--- config.mk ---
export PLATFORM = sky130hd
export DESIGN_NAME = adc_spi_reader
export DESIGN_NICKNAME = d
export VERILOG_FILES = /design/src/rtl/adc_pkg.sv /design/src/rtl/sclk_gen.sv /design/src/rtl/adc_spi_reader.sv
export SDC_FILE = /design/constraint.sdc
export NUM_CORES = 1
export LEC_CHECK = 0
export BUFFER_PORTS_ARGS = -buffer_cell sky130_fd_sc_hd__buf_4
export CORE_UTILIZATION = 40
export CTS_CLUSTER_DIAMETER = 80
export DETAILED_ROUTE_END_ITERATION = 6
export PLACE_DENSITY = 0.68
export REMOVE_ABC_BUFFERS = 1
export SYNTH_ARGS = -nofsm -noshare
export SYNTH_HDL_FRONTEND = slang
export SYNTH_SLANG_ARGS = --single-unit
--- constraint.sdc ---
create_clock -name clk -period 2.74 [get_ports clk]
set_input_delay 0.548 -clock clk [delete_from_list [all_inputs] [get_ports clk]]
set_output_delay 0.548 -clock clk [all_outputs]
set_load 0.1 [all_outputs]
--- src/rtl/adc_pkg.sv ---
// Shared definitions for the SPI ADC front end and its downstream consumers.
//   ADC_W           : native conversion width of the external ADC
//   adc_word_t      : one raw conversion word (also consumed by ADC_Data)
//   adc_spi_state_t : frame sequencer states of adc_spi_reader
//   frame_len()     : clk cycles from first START cycle through DONE
//   cs_active()     : states in which the ADC chip select is asserted
package adc_pkg;

  localparam int ADC_W = 12;

  typedef logic [ADC_W-1:0] adc_word_t;

  typedef enum logic [2:0] {
    IDLE,
    START,
    SHIFT,
    DONE,
    WAIT
  } adc_spi_state_t;

  // Setup half-period, DATA_W full sclk periods, then the single DONE cycle.
  function automatic int frame_len(input int clk_div, input int data_w);
    return clk_div * (1 + 2 * data_w) + 1;
  endfunction

  function automatic logic cs_active(input adc_spi_state_t s);
    return (s == START) || (s == SHIFT);
  endfunction

endpackage

--- src/rtl/sclk_gen.sv ---
// Serial clock generator for the SPI ADC reader.
//   clk, reset : system clock, asynchronous active-high reset
//   en         : run the divider; low forces sclk low and clears the divider
//   sclk       : registered serial clock, CLK_DIV clk cycles per half-period
//   rise_tick  : high on the cycle whose closing clk edge drives sclk 0->1
//   fall_tick  : high on the cycle whose closing clk edge drives sclk 1->0
module sclk_gen #(
  parameter int CLK_DIV = 4
) (
  input  logic clk,
  input  logic reset,
  input  logic en,
  output logic sclk,
  output logic rise_tick,
  output logic fall_tick
);

  localparam logic [7:0] DIV_LAST = 8'(CLK_DIV - 1);

  logic [7:0] div_cnt;
  logic       half_done;

  // The ticks look ahead one cycle so the owner can act on the same edge
  // that moves sclk (sampling MISO exactly as sclk rises).
  assign half_done = en && (div_cnt == DIV_LAST);
  assign rise_tick = half_done && !sclk;
  assign fall_tick = half_done && sclk;

  always_ff @(posedge clk or posedge reset) begin
    if (reset) begin
      div_cnt <= '0;
      sclk    <= 1'b0;
    end else if (!en) begin
      div_cnt <= '0;
      sclk    <= 1'b0;
    end else if (half_done) begin
      div_cnt <= '0;
      sclk    <= ~sclk;
    end else begin
      div_cnt <= div_cnt + 8'd1;
    end
  end

endmodule

--- src/rtl/adc_spi_reader.sv ---
// SPI front end for the external 12-bit ADC. Runs one conversion frame every
// SAMPLE_PERIOD clk cycles while enabled, shifting the result in MSB-first.
//   clk, reset : system clock, asynchronous active-high reset
//   enable     : level; 1 keeps periodic conversions running
//   adc_cs_n   : ADC chip select, active low
//   adc_sclk   : ADC serial clock, idles low
//   adc_miso   : ADC serial data, changed by the ADC on sclk falling edges
//   ADC_raw    : last completed conversion, held between frames
//   raw_valid  : one-cycle pulse when ADC_raw updates
//   busy       : high while cs_n is low and during the DONE cycle
module adc_spi_reader
  import adc_pkg::*;
#(
  parameter int CLK_DIV       = 4,
  parameter int DATA_W        = ADC_W,
  parameter int SAMPLE_PERIOD = 5000
) (
  input  logic              clk,
  input  logic              reset,
  input  logic              enable,
  output logic              adc_cs_n,
  output logic              adc_sclk,
  input  logic              adc_miso,
  output logic [DATA_W-1:0] ADC_raw,
  output logic              raw_valid,
  output logic              busy
);

  localparam int FRAME_LEN = frame_len(CLK_DIV, DATA_W);
  localparam int PW        = $clog2(SAMPLE_PERIOD);
  localparam int BW        = $clog2(DATA_W + 1);

  localparam logic [PW-1:0] PERIOD_LAST = PW'(SAMPLE_PERIOD - 1);
  localparam logic [PW-1:0] SETUP_LAST  = PW'(CLK_DIV - 1);
  localparam logic [BW-1:0] BIT_LAST    = BW'(DATA_W - 1);

  generate
    if (CLK_DIV < 1 || CLK_DIV > 255) begin : g_bad_clk_div
      $error("adc_spi_reader: CLK_DIV must be within 1..255");
    end
    if (SAMPLE_PERIOD < FRAME_LEN + 1) begin : g_bad_period
      $error("adc_spi_reader: SAMPLE_PERIOD must be at least FRAME_LEN+1");
    end
  endgenerate

  adc_spi_state_t    state;
  adc_spi_state_t    nxt;
  logic [PW-1:0]     period_cnt;
  logic [BW-1:0]     bit_cnt;
  logic [DATA_W-1:0] shift_reg;
  logic              sclk_en;
  logic              rise_tick;
  logic              fall_tick;

  assign sclk_en = (state == SHIFT);

  sclk_gen #(
    .CLK_DIV(CLK_DIV)
  ) u_sclk_gen (
    .clk      (clk),
    .reset    (reset),
    .en       (sclk_en),
    .sclk     (adc_sclk),
    .rise_tick(rise_tick),
    .fall_tick(fall_tick)
  );

  always_ff @(posedge clk or posedge reset) begin
    if (reset) begin
      state <= IDLE;
    end else begin
      state <= nxt;
    end
  end

  // The period counter doubles as the START setup timer: it is 0 on the
  // first START cycle of every frame, so START lasts exactly CLK_DIV cycles.
  always_comb begin
    nxt = state;
    case (state)
      IDLE:    if (enable) nxt = START;
      START:   if (period_cnt == SETUP_LAST) nxt = SHIFT;
      SHIFT:   if (fall_tick && (bit_cnt == BIT_LAST)) nxt = DONE;
      DONE:    nxt = WAIT;
      WAIT:    if (period_cnt == PERIOD_LAST) nxt = enable ? START : IDLE;
      default: nxt = IDLE;
    endcase
  end

  // Period counter: held at 0 in IDLE, free-running and wrapping otherwise,
  // so frame starts stay exactly SAMPLE_PERIOD apart.
  always_ff @(posedge clk or posedge reset) begin
    if (reset) begin
      period_cnt <= '0;
    end else if (state == IDLE || period_cnt == PERIOD_LAST) begin
      period_cnt <= '0;
    end else begin
      period_cnt <= period_cnt + 1'b1;
    end
  end

  always_ff @(posedge clk or posedge reset) begin
    if (reset) begin
      bit_cnt <= '0;
    end else if (state != SHIFT) begin
      bit_cnt <= '0;
    end else if (fall_tick) begin
      bit_cnt <= (bit_cnt == BIT_LAST) ? '0 : bit_cnt + 1'b1;
    end
  end

  // MISO is sampled on the edge that raises sclk, mid-way through the data
  // eye since the ADC only changes it on falling edges.
  always_ff @(posedge clk or posedge reset) begin
    if (reset) begin
      shift_reg <= '0;
    end else if (rise_tick) begin
      shift_reg <= {shift_reg[DATA_W-2:0], adc_miso};
    end
  end

  // Outputs are registered from the next state so they line up with the
  // state they describe rather than lagging it by a cycle.
  always_ff @(posedge clk or posedge reset) begin
    if (reset) begin
      adc_cs_n  <= 1'b1;
      busy      <= 1'b0;
      raw_valid <= 1'b0;
      ADC_raw   <= '0;
    end else begin
      adc_cs_n  <= !cs_active(nxt);
      busy      <= cs_active(nxt) || (nxt == DONE);
      raw_valid <= (nxt == DONE);
      if (nxt == DONE) begin
        ADC_raw <= shift_reg;
      end
    end
  end

endmodule

==> results.yml <==
timing:
  hold_viol: 0
  finalSetupTns_ns: 0
  rsz0062_at_grt: "no"
  slew_headroom_pct: 61.7
  setup_viol: 0
  fin_skew_ns: 0.00669
  hold_slack_ns: 0.277
  finalCritPeriodShare_pct: 83.2
  fmax_ghz: 0.439
  min_period_ns: 2.28
  drv_slew: 0
  worst_pin_slew_ns: 0.575
setup_path:
  crit_start: "u_sclk_gen.div_cnt[0]"
  worst_r2r_path_depth: 5
  arrival_ns: 2.49
  cpLargestDelayFamily: "simple AND/OR/NAND/NOR gates"
  path_class: "reg -> reg"
  path_buf_inv: 0
  crit_fanout: 13
  cp.required_ns: 2.95
  r2r-start: "u_sclk_gen.div_cnt[0]"
  crit_chain: "ha_1 > nor4b_2 > nand2_1 > or3_1 > mux2_2"
  max_stage_delay_ns: 0.63
  end_kind: "register"
  critPathSlowestCell: "or3_1"
  crit_cells: 5
  crit_path_start_kind: "register"
final_layout:
  drive_gt1_share_pct: 27.8
  synthToLayoutAreaGrowth_pct: 12.4
  nets: 236
  largest_register_ffs: 13
  final_cells: 305
  antenna_cells: 0
route:
  drc: 0
  routedWlPerCell_um: 13.1
  detail-route-antenna-nets: 0
  drt_wl_total_mm: 4.00
  via_per_inst: 5.02
  drtIter0Drc: 49
  via_count: 1531
  drt_pass1_iterations: 4
logic_synthesis:
  ys.warnings.count: 0
  synthDistinctLibCells: 35
  synthDominantCellAreaShare_pct: 55.9
  syn_inst: 207
  synth_area_leaders: "dfrtp_1, mux2_2, nor2_1, xnor2_1, nand3_1"
  syn_area_sq_um: 2460
  ys_ff_latch: 56
  yosysSeqAreaShare_pct: 57.0
  postSynthAreaPerCell_sq_um: 11.9
  yosysTopAreaCell: "dfrtp_1"
flow_run:
  maxCapViolCount: 0
clock_tree:
  post_cts_resized: 0
  cts-root-buf: "clkbuf_8"
  cts_buffer_depth: 2
  hold_buffers: 0
  cts-buffers-inserted: 5
  cts_setup_buffers: 0
  cts_sinks: 56
  clock_latency_ns: 0.32
  cts_tree: "done"
  path_clk_slew_ns: 0.11
  h-tree-depth: 2
placement:
  detailed_place_hpwl_mm: 2.75
  place.gp.congestion: 0.812
  dp_cells: 297
  numPortBuffers: 19
floorplanning:
  die_w_um: 80.5
  coreArea_sq_um: 5920
  rows: 28
  die_area_sq_um: 6470
  ios: 20
  die_height_um: 80.5
  start_util_pct: 41.6
worst_hold_path:
  hold_class: "in -> async"
run_status:
  outcome: "finished clean"
global_route:
  grt_overflow_total: 0
  grt.total_usage_pct: 14.2
  first_global_vias: 1504
  grt_max_degree: 32
  grt_first_pass_wirelength_mm: 6.89
  antenna_found_initial: 0
power:
  finalPower_mw: 1.85
  leakage_nw: 1.29
  powerDensity_nw_per_um2: 670
  vdd_drop_max_mv: 0.464
## path summary, 6_finish.rpt
path                            endpoint  slack (ns)
max                           ADC_raw[3]        0.46
min                           ADC_raw[6]        0.28
min in group clk            shift_reg[0]        0.46
max in group asynchronous       adc_cs_n        1.83
max reg2reg                   ADC_raw[3]        0.46
min reg2reg                shift_reg[11]        0.51
## per-layer routing
metal	vias up	wire length [um]	GRT usage, %
met5	-	0	0
met4	0	85	7.50
met3	7	99	2.73
met2	15	1850	22.8
met1	747	1970	17.9
li1	762	-	-
## report_power, final
| group | internal (mW) | switching [mW] | total [mW] |
|---|---|---|---|
| combinational | 0.133 | 0.282 | 0.415 |
| sequential | 0.890 | 0.0804 | 0.971 |
| clock | 0.182 | 0.286 | 0.468 |
## synth_stat cells (all sizes together)
master,count
clkbuf,2
dfstp,1
and3,3
nor2b,1
nand2b,1
nand4,2
nor3b,1
nand2,12
a32o,1
or3b,2
and3b,1
mux2i,1
xor2,7
nor3,3
dfrtp,55
nor4b,1
a21oi,4
o31ai,1
inv,7
o211ai,1
ha,3
xnor2,10
nor4,4
o21a,1
or4,4
buf,4
o21ai,3
a311o,1
or3,3
nor2,28
mux2,24
nand3,15
## cell families (layout without fill, tap and decap cells)
| family | Yosys count | after routing | share of synthesized area (%) |
|---|---|---|---|
| AND/OR/NAND/NOR | 81 | 81 | 17.0 |
| XOR/XNOR | 17 | 17 | 6.05 |
| AO/OA/AOI/OAI | 12 | 12 | 3.96 |
| adder cells (fa/ha/maj) | 3 | 3 | 1.52 |
| multiplexers | 25 | 25 | 11.4 |
| buffers and inverters | 13 | 36 | 3.10 |
| flip-flops | 56 | 56 | 57.0 |
## final cells by class
class                      instances  area [sq um]
fill                             549          3150
clock inverter                     3          23.8
tap                               75          93.8
timing repair buffer              21           170
multi-input combinational        138           983
sequential                        56          1400
inverter                           7          26.3
clock buffer                       5          68.8
## placed cells by master (no fill, tap or decap), drive strengths merged, types with 3 or more instances in the layout
| cell | instances |
|---|---|
| clkbuf | 5 |
| nor4 | 4 |
| mux2 | 24 |
| nor3 | 3 |
| or4 | 4 |
| a21oi | 4 |
| nand2 | 12 |
| and3 | 3 |
| xnor2 | 10 |
| ha | 3 |
| nand3 | 15 |
| buf | 21 |
| xor2 | 7 |
| dfrtp | 55 |
| o21ai | 3 |
| inv | 7 |
| or3 | 3 |
| nor2 | 28 |
## through the flow
step | worst slack (ns) | utilization (%) | cell area, sq um
floorplan | 0.639 | - | 2410
global placement | 0.465 | 45.2 | 2680
detailed placement | 0.447 | 45.2 | 2680
CTS | 0.433 | 46.8 | 2770
global route | 0.241 | 46.8 | 2770
finish | 0.460 | 46.8 | 2770
No activity file was read; power rests on OpenSTA's default activity.
